$ cat config.mk
export PLATFORM = sky130hd
export DESIGN_NAME = fault_sim_ctrl
export DESIGN_NICKNAME = d
export VERILOG_FILES = /design/src/rtl/fault_sim_ctrl.sv
export SDC_FILE = /design/constraint.sdc
export NUM_CORES = 1
export LEC_CHECK = 0
export CAP_MARGIN = 20
export CORE_ASPECT_RATIO = 1.4
export CORE_MARGIN = 2
export CORE_UTILIZATION = 48
export DETAILED_ROUTE_END_ITERATION = 8
export PLACE_DENSITY = 0.75
export REMOVE_ABC_BUFFERS = 1
export SLEW_MARGIN = 20
export SYNTH_ARGS = -nofsm -noshare
export SYNTH_HDL_FRONTEND = slang
export SYNTH_SLANG_ARGS = --single-unit
$ cat constraint.sdc
create_clock -name clk -period 5.25 [get_ports clk]
set_clock_uncertainty 0.05 [all_clocks]
set_input_delay 0.525 -clock clk [delete_from_list [all_inputs] [get_ports clk]]
set_output_delay 0.525 -clock clk [all_outputs]
set_load 0.01 [all_outputs]
$ cat src/rtl/fault_sim_ctrl.sv
`default_nettype none
// ============================================================================
// fault_sim_ctrl : bit-parallel stuck-at fault simulation sequencer (a,b,c,d->f)
// Revision 1.0
// ============================================================================
module fault_sim_ctrl #(
  parameter int CNT_W         = 8,
  parameter int PATTERN_LIMIT = 255
) (
  input  logic             clk,
  input  logic             rst,
  input  logic             start_i,
  input  logic [17:0]      fault_en_i,
  input  logic             pat_valid_i,
  input  logic [3:0]       pat_data_i,
  input  logic             pat_last_i,
  output logic             pat_ready_o,
  output logic             busy_o,
  output logic             done_o,
  output logic [17:0]      det_mask_o,
  output logic [4:0]       det_count_o,
  output logic [CNT_W-1:0] pat_cnt_o,
  output logic             all_det_o
);

  localparam int unsigned NET_A  = 0;
  localparam int unsigned NET_B  = 1;
  localparam int unsigned NET_C  = 2;
  localparam int unsigned NET_D  = 3;
  localparam int unsigned NET_W1 = 4;
  localparam int unsigned NET_W2 = 5;
  localparam int unsigned NET_W3 = 6;
  localparam int unsigned NET_W4 = 7;
  localparam int unsigned NET_F  = 8;

  typedef enum logic [2:0] {
    S_IDLE   = 3'd0,
    S_LOAD   = 3'd1,
    S_EVAL   = 3'd2,
    S_UPDATE = 3'd3,
    S_DONE   = 3'd4
  } state_t;

  state_t           state_q, state_d;
  logic [17:0]      en_q, en_d;
  logic [3:0]       pat_q, pat_d;
  logic             last_q, last_d;
  logic [18:0]      f_word_q, f_word_d;
  logic [17:0]      det_mask_q, det_mask_d;
  logic [4:0]       det_count_q, det_count_d;
  logic [CNT_W-1:0] pat_cnt_q, pat_cnt_d;
  logic             all_det_q, all_det_d;
  logic             pat_ready_q, busy_q, done_q;

  logic [17:0]      upd_mask;
  logic [CNT_W-1:0] upd_cnt;
  logic             upd_all;

  logic [18:0]      net_a, net_b, net_c, net_d;
  logic [18:0]      net_w1, net_w2, net_w3, net_w4;

  // Net n is stuck-at-0 in machine bit 2n+1 and stuck-at-1 in machine bit 2n+2.
  function automatic logic [18:0] inject(input logic [18:0] w, input int unsigned net);
    logic [18:0] sa0;
    logic [18:0] sa1;
    sa0 = 19'd1 << (2 * net + 1);
    sa1 = 19'd1 << (2 * net + 2);
    return (w & ~sa0) | sa1;
  endfunction

  function automatic logic [4:0] popcount18(input logic [17:0] v);
    logic [4:0] n;
    n = '0;
    for (int i = 0; i < 18; i++) begin
      n = n + 5'(v[i]);
    end
    return n;
  endfunction

  always_comb begin
    net_a    = inject({19{pat_q[3]}}, NET_A);
    net_b    = inject({19{pat_q[2]}}, NET_B);
    net_c    = inject({19{pat_q[1]}}, NET_C);
    net_d    = inject({19{pat_q[0]}}, NET_D);
    net_w1   = inject(net_a ^ net_b, NET_W1);
    net_w2   = inject(net_w1 | net_c, NET_W2);
    net_w3   = inject(net_d & net_w1, NET_W3);
    net_w4   = inject(net_w2, NET_W4);
    f_word_d = inject(net_w3 | net_w4, NET_F);
  end

  always_comb begin
    state_d     = state_q;
    en_d        = en_q;
    pat_d       = pat_q;
    last_d      = last_q;
    det_mask_d  = det_mask_q;
    det_count_d = det_count_q;
    pat_cnt_d   = pat_cnt_q;
    all_det_d   = all_det_q;

    // A fault is detected when its machine's f differs from the good machine.
    upd_mask = det_mask_q | ((f_word_q[18:1] ^ {18{f_word_q[0]}}) & en_q);
    upd_cnt  = pat_cnt_q + CNT_W'(1);
    upd_all  = ((upd_mask & en_q) == en_q);

    case (state_q)
      S_IDLE: begin
        if (start_i) begin
          en_d        = fault_en_i;
          det_mask_d  = '0;
          det_count_d = '0;
          pat_cnt_d   = '0;
          all_det_d   = 1'b0;
          state_d     = S_LOAD;
        end
      end
      S_LOAD: begin
        if (pat_valid_i) begin
          pat_d   = pat_data_i;
          last_d  = pat_last_i;
          state_d = S_EVAL;
        end
      end
      S_EVAL: state_d = S_UPDATE;
      S_UPDATE: begin
        det_mask_d  = upd_mask;
        det_count_d = popcount18(upd_mask);
        pat_cnt_d   = upd_cnt;
        all_det_d   = upd_all;
        if (last_q || upd_all || (upd_cnt == CNT_W'(PATTERN_LIMIT))) begin
          state_d = S_DONE;
        end else begin
          state_d = S_LOAD;
        end
      end
      S_DONE:  state_d = S_IDLE;
      default: state_d = S_IDLE;
    endcase
  end

  always_ff @(posedge clk or posedge rst) begin
    if (rst) begin
      state_q     <= S_IDLE;
      en_q        <= '0;
      pat_q       <= '0;
      last_q      <= 1'b0;
      f_word_q    <= '0;
      det_mask_q  <= '0;
      det_count_q <= '0;
      pat_cnt_q   <= '0;
      all_det_q   <= 1'b0;
      pat_ready_q <= 1'b0;
      busy_q      <= 1'b0;
      done_q      <= 1'b0;
    end else begin
      state_q     <= state_d;
      en_q        <= en_d;
      pat_q       <= pat_d;
      last_q      <= last_d;
      if (state_q == S_EVAL) begin
        f_word_q <= f_word_d;
      end
      det_mask_q  <= det_mask_d;
      det_count_q <= det_count_d;
      pat_cnt_q   <= pat_cnt_d;
      all_det_q   <= all_det_d;
      pat_ready_q <= (state_d == S_LOAD);
      busy_q      <= (state_d != S_IDLE);
      done_q      <= (state_d == S_DONE);
    end
  end

  assign pat_ready_o = pat_ready_q;
  assign busy_o      = busy_q;
  assign done_o      = done_q;
  assign det_mask_o  = det_mask_q;
  assign det_count_o = det_count_q;
  assign pat_cnt_o   = pat_cnt_q;
  assign all_det_o   = all_det_q;

endmodule
`default_nettype wire

==> flow_metrics.tcl <==
set metrics [dict create \
    via_per_inst 5.28 \
    cp_cell_sequence "xor2_2 > a21oi_1 > fa_1 > inv_1 > fa_1 > inv_1 > fa_1 > fa_1 > fa_1 > inv_1 > ha_1 > inv_1 > fa_1 > nor2b_1 > o21ai_0 > a21oi_1" \
    grt_pass1_wl_um 13100 \
    start_kind "register" \
    port_buffers 61 \
    wire_per_inst_um 15.1 \
    antenna_found_initial 0 \
    holdWs_ns 0.362 \
    cts_setup_buffers 0 \
    multi_input_area_sq_um 1730 \
    antenna_cells 0 \
    relSlewSlack_pct 32.1 \
    synth_warnings 0 \
    cts_buffer_depth 2 \
    layout-drive-gt1-share_pct 7.71 \
    finalSetupViolations 0 \
    syn_avg_cell_area_sq_um 10.4 \
    ys_async_sr_fraction_pct 100 \
    drt-total-wl_um 7730 \
    tightest_slew_ns 1.02 \
    rsz0062_at_grt "false" \
    drtPass1Iterations 4 \
    synth_area_sq_um 3660 \
    placedInstanceArea_sq_um 4350 \
    fin_crit_sh_pct 92.1 \
    required_ns 5.47 \
    synth.distinct_cells 43 \
    grt_use_total_pct 20.3 \
    grt_start_max_net_pins 60 \
    ff2ff_setup_slack_ns 0.41 \
    synth_compound_area_share_pct 13.8 \
    synth-simple-area-share_pct 13.3 \
    gr-total-overflow 0 \
    synth_ff_type "dfrtp_1" \
    grt_pass1_vias 2831 \
    worstSetupEndpointType "register" \
    crit_arrival_ns 5.05 \
    dp_hpwl_um 5560 \
    fin_tns_setup_ns 0 \
    min_path_type "in -> async" \
    path_delay_family "adder cells" \
    cts_sinks 71 \
    layout_min_cycle_time_ns 4.84 \
    syn_inst 351 \
    design_area_sq_um 4540 \
    start_util_pct 49.7 \
    final_cells 512 \
    cts_buffers 9 \
    reg2reg_depth 16 \
    ys_ff_latch 71 \
    die_x_um 77.8 \
    clkTransAtPathRegs_ns 0.08 \
    synth_top_area_share_pct 48.5 \
    numPlacedInstances 497 \
    cts_tree "done" \
    post_synth_mux_area_share_pct 4.92 \
    cp_max_fo 12 \
    crit_buf_inv 4 \
    final-hold-violation-count 0 \
    cp_common_cell "fa_1" \
    syn_to_final_growth_pct 24.0 \
    vias 2701 \
    crit_type "reg -> reg" \
    die_y_um 107 \
    synth_adder_area_share_pct 9.98 \
    synth_xor_area_share_pct 4.89 \
    finalWeightedCongestion 0.849 \
    maxCapViolCount 0 \
    htreeDepth 3 \
    core-area_sq_um 7360 \
    synth-edff-count 0 \
    final_nets 460 \
    io_pins 62 \
    slew_viol_final 0 \
    ant_nets 0 \
    status "completed" \
    seqCellArea_sq_um 1780 \
    cts-root-buf "clkbuf_8" \
    worst_path_largest_cell_delay_ns 0.60 \
    route.detailed.drc 0 \
    synthTopCellsByArea "dfrtp_1 (49%), fa_1 (6.6%), mux2_1 (4.6%)" \
    yosysSeqAreaShare_pct 48.5 \
    synth_top_family_by_area "compound AO/OA/AOI/OAI gates" \
    path_depth 16 \
    clock.fmax_ghz 0.207 \
    yosysTopAreaCell "dfrtp_1" \
    clock_latency_ns 0.34 \
    cpMaxStageDelayCell "dfrtp_2" \
    drt_iter0_drc 155 \
    fill_cells 609 \
    rows 37 \
    dieArea_sq_um 8350 \
]
==> cells in the final DEF, fill, tap and decap left out, types with 7 or more instances in the layout <==
cell type	Yosys	final
fa_1	12	12
nor2_1	38	38
nor3_1	9	9
inv_1	25	24
nand2_1	21	21
mux2_1	15	15
o21ai_0	13	13
clkbuf_8	0	9
a21o_1	11	11
ha_1	10	10
xor2_1	8	8
o21ai_1	21	21
a21oi_1	20	20
clkdlybuf4s50_1	0	61
nand2b_1	7	7
dfrtp_1	71	70
==> registers in the layout, summed over array words and instances (netlist names) <==
signal / flops
f_word_q: 10
last_q: 1
busy_o: 1
pat_ready_o: 1
det_count_o: 5
en_q: 18
state_q: 3
det_mask_o: 18
pat_cnt_o: 8
done_o: 1
pat_q: 4
all_det_o: 1
==> worst register-to-register path: stages, from the launching register on <==
cell,delay [ns]
dfrtp_2,0.60
xor2_2,0.33
a21oi_1,0.17
fa_1,0.55
inv_1,0.06
fa_1,0.52
inv_1,0.08
fa_1,0.47
fa_1,0.53
fa_1,0.41
inv_1,0.07
ha_1,0.16
inv_1,0.06
fa_1,0.40
nor2b_1,0.12
o21ai_0,0.08
a21oi_1,0.12
==> repair_timing <==
action                                 4_1_cts  5_1_grt
setup endpoints to repair                    0        2
hold buffers                                 0        0
gates resized for setup                      0        1
endpoints found under the hold margin        0        0
==> path summary, 6_finish.rpt <==
kind	startpoint	end
setup / recovery	f_word_q[0]	det_count_o[4]
hold reg to reg	det_count_o[3]	det_count_o[3]
max in group asynchronous	rst	f_word_q[0]
setup reg to reg	f_word_q[0]	det_count_o[4]
hold / removal	rst	state_q[1]
min in group clk	det_count_o[3]	det_count_o[3]
==> layer usage <==
| metal | wire length [um] | vias to the layer above | GRT usage (%) |
|---|---|---|---|
| met5 | 0 | - | 0 |
| met1 | 3330 | 1291 | 25.2 |
| met2 | 3760 | 78 | 33.2 |
| met3 | 461 | 16 | 5.29 |
| li1 | - | 1316 | - |
| met4 | 182 | 0 | 8.93 |
==> Yosys cell counts, drive strengths merged, types with 7 or more instances <==
cell type	n
nand2b	7
a21o	11
dfrtp	71
o21ai	34
inv	27
nor2	38
nor3	10
fa	12
a21oi	20
nand2	21
ha	10
mux2	16
xor2	12
clkbuf	11
==> metrics by stage <==
step                      setup slack, ns  util, %
final                               0.414     61.7
after global routing                0.141     61.7
after CTS                           0.202     61.6
after detailed placement            0.307     59.1
after global placement              0.395     59.1
after floorplan                     0.657        -
==> final cells by class <==
class                           instances  area share, %
Multi-Input combinational cell        239           38.0
Clock buffer                            9           2.73
Sequential cell                        71           39.2
Timing Repair Buffer                   63           13.8
Clock inverter                          6           1.38
Tap cell                               97           2.67
Inverter                               27           2.23
==> cells by family (layout without fill, tap and decap cells) <==
kind of cell,count (synthesis),count (layout)
AOI/OAI and AO/OA,83,83
xor gates and xnor gates,17,17
adders and majority gates,22,22
buffers and inverters,41,105
DFF,71,71
muxes,16,16
and+or+nand+nor,101,101
Power is left out: the tool's default activity adds up to more than one toggle a clock period on the data nets, which glitch-free logic cannot reach.
